**config.mk**
```make
export PLATFORM = sky130hd
export DESIGN_NAME = ram_stream_reader
export DESIGN_NICKNAME = d
export VERILOG_FILES = /design/src/rtl/ram_stream_reader.sv
export SDC_FILE = /design/constraint.sdc
export NUM_CORES = 1
export LEC_CHECK = 0
export ABC_AREA = 1
export CORE_UTILIZATION = 45
export DETAILED_ROUTE_END_ITERATION = 7
export PLACE_DENSITY = 0.72
export SYNTH_ARGS = -nofsm -noshare
export SYNTH_HDL_FRONTEND = slang
export SYNTH_SLANG_ARGS = --single-unit
```
**constraint.sdc**
```tcl
create_clock -name clk -period 2.7 [get_ports clk]
set_input_delay 0.405 -clock clk [delete_from_list [all_inputs] [get_ports clk]]
set_output_delay 0.405 -clock clk [all_outputs]
set_load 0.01 [all_outputs]
```
**src/rtl/ram_stream_reader.sv**
```systemverilog
// Fetches a block of consecutive words from a 1-cycle-latency synchronous RAM
// and streams them out on a valid/ready interface through a 2-entry skid FIFO.
module ram_stream_reader #(
    parameter int WIDTH      = 32,
    parameter int DEPTH      = 512,
    parameter int ADDR_WIDTH = $clog2(DEPTH),
    parameter int LEN_WIDTH  = ADDR_WIDTH + 1
) (
    input  logic                  clk,
    input  logic                  rst,
    input  logic                  start,
    input  logic [ADDR_WIDTH-1:0] base_addr,
    input  logic [LEN_WIDTH-1:0]  length,
    output logic                  busy,
    output logic                  done,
    output logic                  ram_rd_en,
    output logic [ADDR_WIDTH-1:0] ram_rd_addr,
    input  logic [WIDTH-1:0]      ram_rd_data,
    output logic                  out_valid,
    output logic [WIDTH-1:0]      out_data,
    output logic                  out_last,
    input  logic                  out_ready,
    output logic [1:0]            dbg_state
);

    // Stream handshake: a word transfers on any rising edge where out_valid and
    // out_ready are both high; out_valid/out_data hold steady until that edge.

    typedef enum logic [1:0] {
        S_IDLE = 2'd0,
        S_RUN  = 2'd1,
        S_DONE = 2'd2
    } state_e;

    state_e                state_q, state_d;
    logic [ADDR_WIDTH-1:0] addr_q, addr_d;
    logic [LEN_WIDTH-1:0]  issue_cnt_q, issue_cnt_d;
    logic [LEN_WIDTH-1:0]  recv_cnt_q, recv_cnt_d;
    logic                  inflight_q, inflight_d;
    logic [1:0]            fifo_cnt_q, fifo_cnt_d;
    logic                  wr_ptr_q, wr_ptr_d;
    logic                  rd_ptr_q, rd_ptr_d;
    logic [WIDTH-1:0]      mem_q [2];
    logic [WIDTH-1:0]      mem_d [2];

    logic       pop;
    logic       push;
    logic       rd_en;
    logic [2:0] occ;

    always_comb begin
        pop   = (fifo_cnt_q != 2'd0) && out_ready;
        push  = inflight_q;
        // Occupancy after this edge if no new read were issued; a read is only
        // issued when its data is guaranteed a free FIFO slot on arrival.
        occ   = 3'(fifo_cnt_q) + 3'(inflight_q) - 3'(pop);
        rd_en = (state_q == S_RUN) && (issue_cnt_q != '0) && (occ < 3'd2);

        state_d     = state_q;
        addr_d      = addr_q;
        issue_cnt_d = issue_cnt_q;
        recv_cnt_d  = recv_cnt_q;
        inflight_d  = rd_en;
        wr_ptr_d    = wr_ptr_q;
        rd_ptr_d    = rd_ptr_q;
        mem_d       = mem_q;
        fifo_cnt_d  = fifo_cnt_q + 2'(push) - 2'(pop);

        case (state_q)
            S_IDLE: begin
                if (start) begin
                    if (length != '0) begin
                        addr_d      = base_addr;
                        issue_cnt_d = length;
                        recv_cnt_d  = length;
                        state_d     = S_RUN;
                    end else begin
                        state_d = S_DONE;
                    end
                end
            end
            S_RUN: begin
                if (rd_en) begin
                    addr_d      = (addr_q == ADDR_WIDTH'(DEPTH - 1)) ? '0 : addr_q + ADDR_WIDTH'(1);
                    issue_cnt_d = issue_cnt_q - LEN_WIDTH'(1);
                end
                if (pop) begin
                    recv_cnt_d = recv_cnt_q - LEN_WIDTH'(1);
                    if (recv_cnt_q == LEN_WIDTH'(1)) begin
                        state_d = S_DONE;
                    end
                end
            end
            S_DONE: state_d = S_IDLE;
            default: state_d = S_IDLE;
        endcase

        if (push) begin
            mem_d[wr_ptr_q] = ram_rd_data;
            wr_ptr_d        = ~wr_ptr_q;
        end
        if (pop) begin
            rd_ptr_d = ~rd_ptr_q;
        end
    end

    always_ff @(posedge clk) begin
        if (rst) begin
            state_q     <= S_IDLE;
            addr_q      <= '0;
            issue_cnt_q <= '0;
            recv_cnt_q  <= '0;
            inflight_q  <= 1'b0;
            fifo_cnt_q  <= 2'd0;
            wr_ptr_q    <= 1'b0;
            rd_ptr_q    <= 1'b0;
            mem_q[0]    <= '0;
            mem_q[1]    <= '0;
        end else begin
            state_q     <= state_d;
            addr_q      <= addr_d;
            issue_cnt_q <= issue_cnt_d;
            recv_cnt_q  <= recv_cnt_d;
            inflight_q  <= inflight_d;
            fifo_cnt_q  <= fifo_cnt_d;
            wr_ptr_q    <= wr_ptr_d;
            rd_ptr_q    <= rd_ptr_d;
            mem_q[0]    <= mem_d[0];
            mem_q[1]    <= mem_d[1];
        end
    end

    assign ram_rd_en   = rd_en;
    assign ram_rd_addr = addr_q;
    assign out_valid   = (fifo_cnt_q != 2'd0);
    assign out_data    = mem_q[rd_ptr_q];
    assign out_last    = out_valid && (recv_cnt_q == LEN_WIDTH'(1));
    assign busy        = (state_q != S_IDLE);
    assign done        = (state_q == S_DONE);
    assign dbg_state   = state_q;

endmodule
```
==> results of run 1 <==
==> layer usage <==
layer | part of all wire (%) | vias up | track usage [%]
met3 | 6.9 | 14 | 6.11
met4 | 1.2 | 0 | 7.44
met5 | 0 | - | 0
met1 | 42 | 2366 | 27.3
met2 | 50 | 147 | 43.7
li1 | - | 2666 | -
==> critical path, stage by stage, from the launching register on <==
cell	delay (ns)
dfxtp_2	0.34
inv_2	0.06
nand2_2	0.06
nand2_2	0.08
inv_2	0.04
nand2_2	0.07
o21ai_2	0.05
ha_2	0.18
fa_1	0.44
inv_1	0.08
nand2_1	0.06
nor2_1	0.13
nand2_2	0.07
inv_2	0.06
buf_6	0.09
==> what timing repair did <==
item	CTS	global route
endpoints found under the setup margin	1	8
resized for setup	7	10
buffers inserted	1	3
pin swaps	2	5
==> registers in the layout (all words and copies together) (netlist names) <==
register / cells
mem_q: 64
issue_cnt_q: 10
recv_cnt_q: 10
ram_rd_addr: 9
dbg_state: 2
fifo_cnt_q: 2
inflight_q: 1
rd_ptr_q: 1
wr_ptr_q: 1
==> stage by stage <==
stage,std cells,power (mW)
floorplan,791,3.31
global placement,1016,4.14
detailed placement,1016,4.21
CTS,1032,5.39
global route,1035,5.82
finish,1035,5.41
==> placed cells by master (no fill, tap or decap), types with 5 or more instances in the layout <==
| cell | netlist | routed |
|---|---|---|
| clkdlybuf4s50_1 | 0 | 100 |
| nand2_1 | 227 | 224 |
| inv_2 | 3 | 8 |
| nand2_2 | 3 | 6 |
| a21oi_1 | 21 | 21 |
| o21ai_0 | 83 | 82 |
| ha_1 | 7 | 6 |
| clkbuf_8 | 0 | 9 |
| inv_1 | 44 | 40 |
| dfxtp_1 | 100 | 99 |
| nand3_1 | 30 | 30 |
| buf_4 | 2 | 23 |
| xor2_1 | 5 | 5 |
| nor2_1 | 201 | 200 |
==> worst max path at each step <==
stage,cells after the start,end
2_1_floorplan,17,issue_cnt_q[5]
6_report,14,ram_rd_en
3_5_place_dp,13,ram_rd_en
3_3_place_gp,13,ram_rd_en
5_1_grt,14,ram_rd_en
4_1_cts,14,ram_rd_en
==> layout make-up <==
type	count	share of cell area, %
tap	140	2.70
clock inverter	6	1.79
multi-input combinational	603	40.8
sequential	100	30.8
timing repair buffer	127	19.1
inverter	50	2.93
clock buffer	9	1.91
==> power groups by stage <==
stage	clock [mW]	sequential, mW	combinational, mW
2_1_floorplan	0	1.95	1.36
3_5_place_dp	0	1.98	2.23
6_report	1.16	1.95	2.30
5_1_grt	1.24	1.99	2.60
3_3_place_gp	0	1.96	2.18
4_1_cts	1.18	1.95	2.26
==> logic make-up (layout without fill, tap and decap cells) <==
family | Yosys count | in the layout | synth area share (%)
simple gates | 478 | 478 | 38.0
xor+xnor | 7 | 7 | 1.23
flops | 100 | 100 | 40.1
compound gates | 110 | 110 | 11.3
buf+inv | 88 | 192 | 7.12
fa+ha+maj | 8 | 8 | 2.16
==> impl_metrics.py, run 1 <==
metrics = {
    "cts": {
        "hold_buffers": 0,
        "clock_path_buffers": 2,
        "cts_root_buf": "clkbuf_8",
        "clk_pin_slew_ns": 0.10,
        "htree_levels": 3,
        "cts_buffers": 9,
        "cts_tree": "built",
        "clk_latency_ns": 0.38,
        "clkSinkCount": 100,
    },
    "setup_path": {
        "rr_startpoint": "fifo_cnt_q[1]",
        "worstSetupStartpoint": "fifo_cnt_q[1]",
        "cp-end-kind": "primary output",
        "arrival_ns": 2.20,
        "crit_fanout": 2,
        "regToRegSetupSlack_ns": 0.27,
        "worstPathRequired_ns": 2.30,
        "crit_type": "flip-flop to primary output",
        "r2r_end": "ram_rd_addr[6]",
        "crit_path_start_kind": "flip-flop",
        "r2r_cells": 17,
    },
    "sta": {
        "fin_crit_ns": 2.61,
        "fmax_mhz": 384,
        "slew_viol_final": 0,
        "fin_crit_sh_pct": 96.5,
        "finalSetupViolations": 0,
        "hold_violations": 0,
        "setup_tns_ns": 0,
        "final.setup.worst_slack_ns": 0.0942,
        "worst_pin_slew_ns": 0.606,
        "whs_ns": 0.492,
        "fin_skew_ns": 0.0103,
        "slew_headroom_pct": 59.5,
    },
    "min_path": {
        "hp-class": "flip-flop to flip-flop",
        "hold_path_startpoint": "mem_q[21]",
        "whs_endpoint": "mem_q[21]",
        "hold_depth": 2,
    },
    "routing": {
        "via_count": 5193,
        "first_iter_violations": 298,
        "via_per_inst": 5.02,
        "post_drt_wl_per_cell_um": 12.8,
        "drtPass1Iterations": 5,
        "antenna_left": 0,
        "drc": 0,
        "drt-total-wl_mm": 13.2,
    },
    "place": {
        "place.gp.congestion": 0.825,
        "placed_area_sq_um": 6210,
        "io_buffers": 102,
        "post-place-ws_ns": -0.422,
        "place_hpwl_mm": 8.82,
    },
    "floorplan": {
        "fp.dieArea_sq_um": 11500,
        "rows": 38,
        "die_x_um": 107,
        "dieHeight_um": 107,
        "core_area_sq_um": 10800,
        "io_pins": 103,
        "initial_core_util_pct": 46.0,
    },
    "finish": {
        "diodes": 0,
        "drive_above_1_share_pct": 7.04,
        "num-nets-final": 954,
        "final_util_pct": 59.9,
        "final_cell_area_sq_um": 6490,
        "fillers": 1059,
        "area_delta_synth_final_pct": 30.2,
        "multiInputGateArea_sq_um": 2650,
        "seq_area_sq_um": 2000,
    },
    "grt": {
        "grt_pass1_vias": 5043,
        "antenna_found_initial": 0,
        "grt_max_degree": 90,
        "gr-total-overflow": 0,
        "grt_pass1_wl_mm": 22.0,
        "grt_usage_pct": 24.0,
    },
    "power": {
        "p_leak_nw": 3.00,
        "p_per_area_nw_per_um2": 833,
        "switching_share_pct": 37.2,
        "switchingPower_mw": 2.01,
        "share_seq_of_total_power_pct": 36.1,
        "clkPwrFrac_pct": 21.5,
        "intPower_mw": 3.40,
        "ir_drop_mv": 0.465,
        "comb_power_share_pct": 42.4,
    },
    "logic_synthesis": {
        "ys_seq_elements": 100,
        "syn_inst": 791,
        "synthTopCellsByArea": "dfxtp_1 (40%), nand2_1 (17%), nor2_1 (15%)",
        "synth_top_cell_by_area": "dfxtp_1",
        "ys.flop_type": "dfxtp_1",
        "syn-cell-area_sq_um": 4990,
        "synth_cell_types": 30,
        "syn_area_per_cell_sq_um": 6.31,
        "ys_top_cells_by_count": "nand2_1 (227), nor2_1 (201), dfxtp_1 (100)",
        "post-synth-top-count-cell": "nand2_1",
        "yosysWarnings": 0,
        "synth_edf_count": 0,
        "synth_nets": 854,
        "seq_area_frac_synth_pct": 40.1,
        "synthArstFlopShare_pct": 0,
        "synth_top_area_share_pct": 40.1,
    },
    "outcome": {
        "outcome": "finished clean",
    },
    "flow_run": {
        "drv_cap": 0,
    },
}
Power figures use the tool's default switching activity.
==> run 2, diff against run 1 <==
Settings changed: CAP_MARGIN set to 20, CORE_MARGIN set to 2, MAX_ROUTING_LAYER set to met4.
==> impl_metrics.py, run 2 (synthesis gave the netlist of run 1 again) <==
metrics = {
    "grt": {
        "gr-total-overflow": 0,
        "grt_pass1_wl_mm": 21.8,
        "grt_max_degree": 90,
        "grt_usage_pct": 23.5,
        "use_met3_pct": 6.94,
        "antenna_found_initial": 0,
        "grt.busiest_layer": "met2",
        "grt.met1_usage_pct": 27.3,
        "grtUsageMet2_pct": 39.7,
        "grt_pass1_vias": 4823,
    },
    "sta": {
        "hold_violations": 0,
        "final.setup.worst_slack_ns": 0.105,
        "slew_viol_final": 0,
        "finalSetupViolations": 0,
        "fin_crit_sh_pct": 96.1,
        "fmax_mhz": 385,
        "fin_skew_ns": 0.00922,
        "slew_headroom_pct": 67.6,
        "worst_pin_slew_ns": 0.485,
        "fin_crit_ns": 2.60,
    },
    "floorplan": {
        "io_pins": 103,
        "initial_core_util_pct": 46.0,
        "rows": 38,
        "fp.dieArea_sq_um": 11900,
        "core_area_sq_um": 10800,
        "dieHeight_um": 109,
        "die_x_um": 109,
    },
    "finish": {
        "num-nets-final": 952,
        "diodes": 0,
        "fillers": 1045,
        "area_delta_synth_final_pct": 28.9,
        "final_cell_area_sq_um": 6430,
        "drive_above_1_share_pct": 7.05,
        "final_cell_mix": "nand2_1 (224), nor2_1 (199), clkdlybuf4s50_1 (100), dfxtp_1 (98), o21ai_0 (82)",
        "top_register": "mem_q",
        "layout_commonest_cell": "nand2_1",
        "largest_reg_flops": 64,
        "reg_top3": "mem_q (64), issue_cnt_q (10), recv_cnt_q (10)",
    },
    "setup_path": {
        "arrival_ns": 2.19,
        "cp_slowest_cell": "fa_1",
        "path_common_cell": "inv_2",
        "cp_num_buf_inv": 5,
        "rr_startpoint": "fifo_cnt_q[0]",
        "crit_fanout": 2,
        "cp_top_family": "adder cells",
        "worstPathRequired_ns": 2.30,
        "crit_path_start_kind": "flip-flop",
        "cp-end-kind": "primary output",
        "regToRegSetupSlack_ns": 0.23,
        "worstSetupStartpoint": "fifo_cnt_q[0]",
        "crit_type": "flip-flop to primary output",
        "crit_chain": "inv_2, nand2_4, nand2_2, inv_2, nand2_1, o21ai_1, ha_2, fa_1, inv_2, nand2_2, nor2_2, nand2_2, inv_2, buf_6",
        "r2r_end": "issue_cnt_q[7]",
        "endpoint": "ram_rd_en",
        "path_depth": 14,
        "critPathMaxStageDelay_ns": 0.48,
        "r2r_cells": 17,
    },
    "place": {
        "post-place-ws_ns": -0.440,
        "io_buffers": 102,
        "placed_area_sq_um": 6190,
        "place.gp.congestion": 0.913,
        "place_hpwl_mm": 8.76,
    },
    "cts": {
        "clk_pin_slew_ns": 0.09,
        "cts_tree": "built",
        "cts_buffers": 9,
        "clk_latency_ns": 0.37,
        "htree_levels": 3,
        "clock_path_buffers": 2,
        "cts_root_buf": "clkbuf_8",
        "clkSinkCount": 100,
    },
    "power": {
        "comb_power_share_pct": 44.0,
        "ir_drop_mv": 0.469,
        "clkPwrFrac_pct": 18.8,
        "p_per_area_nw_per_um2": 814,
        "intPower_mw": 3.21,
        "share_seq_of_total_power_pct": 37.3,
        "switchingPower_mw": 2.03,
        "p_leak_nw": 2.96,
        "switching_share_pct": 38.7,
    },
    "min_path": {
        "hp-class": "flip-flop to flip-flop",
    },
    "routing": {
        "antenna_left": 0,
        "first_iter_violations": 337,
        "drc": 0,
        "drtPass1Iterations": 4,
        "via_count": 5165,
        "via_per_inst": 5.00,
        "drt-total-wl_mm": 13.3,
        "post_drt_wl_per_cell_um": 12.9,
    },
    "flow_run": {
        "drv_cap": 0,
    },
    "outcome": {
        "outcome": "finished clean",
    },
}
run 2: changes by cell type in the layout (fill, tap and decap cells not counted), sizes merged:
cell    change
inv         -1
buf         -2
clkbuf      +1
bufinv      -2
clkinv      +3
run 2: stage by stage:
| step | cells | setup TNS [ns] | util (%) | power, mW | hold WS, ns |
|---|---|---|---|---|---|
| after CTS | 1031 | 0 | 58.9 | 5.21 | 0.493 |
| after floorplan | 791 | 0 | - | 3.31 | 0.455 |
| after detailed placement | 1015 | -3.99 | 57.1 | 4.22 | 0.471 |
| final | 1034 | 0 | 59.3 | 5.24 | 0.492 |
| after global routing | 1034 | -0.0111 | 59.3 | 5.65 | 0.514 |
| after global placement | 1015 | -2.15 | 57.1 | 4.14 | 0.462 |
run 2: worst reg2reg max path: stages (launching register included):
cell	delay (ns)
dfxtp_2	0.33
inv_2	0.08
nand2_4	0.06
nand2_2	0.07
inv_2	0.04
nand2_1	0.07
o21ai_1	0.07
ha_2	0.19
fa_1	0.48
inv_2	0.08
nand2_2	0.05
nor2_2	0.11
nand2_2	0.07
buf_4	0.14
nand2_4	0.05
nand2_2	0.23
nor2_1	0.21
nor2_1	0.06
run 2: worst min path at each step:
stage                         end  slack, ns     startpoint  cells after the start
floorplan               mem_q[16]       0.45      mem_q[16]                      2
finish                   mem_q[8]       0.49       mem_q[8]                      2
detailed placement      mem_q[21]       0.47      mem_q[21]                      2
global placement        mem_q[30]       0.46      mem_q[30]                      2
CTS                 recv_cnt_q[1]       0.49  recv_cnt_q[1]                      2
global route             mem_q[2]       0.51       mem_q[2]                      2
run 2: repair_timing:
item / CTS / global route
buffers inserted: 0 / 3
hold buffers: 0 / 0
gates resized for setup: 6 / 15
endpoints found under the hold margin: 0 / 0
pin swaps: 1 / 6
setup endpoints to repair: 1 / 10
run 2: power by group through the flow:
stage / logic [mW] / clock network (mW) / registers [mW]
after floorplan: 1.36 / 0 / 1.95
after global placement: 2.18 / 0 / 1.96
after detailed placement: 2.24 / 0 / 1.98
after CTS: 2.25 / 1.01 / 1.95
after global routing: 2.60 / 1.06 / 1.99
final: 2.30 / 0.983 / 1.95
run 2: routing by layer:
layer	share of wire [%]	vias up
met5	0	-
met4	1.2	0
met3	7.0	15
met2	49	134
met1	42	2353
li1	-	2663
run 2: area by class of cell:
| type | count | area, sq um | area share (%) |
|---|---|---|---|
| inverter | 50 | 190 | 2.96 |
| timing repair buffer | 125 | 1210 | 18.8 |
| sequential | 100 | 2000 | 31.2 |
| clock inverter | 6 | 72.6 | 1.13 |
| clock buffer | 10 | 128 | 1.98 |
| tap | 140 | 175 | 2.72 |
| multi-input combinational | 603 | 2650 | 41.2 |
==> run 3, diff against run 2 <==
Settings changed: TNS_END_PERCENT set to 100.
==> results of run 3 <==
Same layout as run 2: the final DEF is identical, and so are final timing and power.
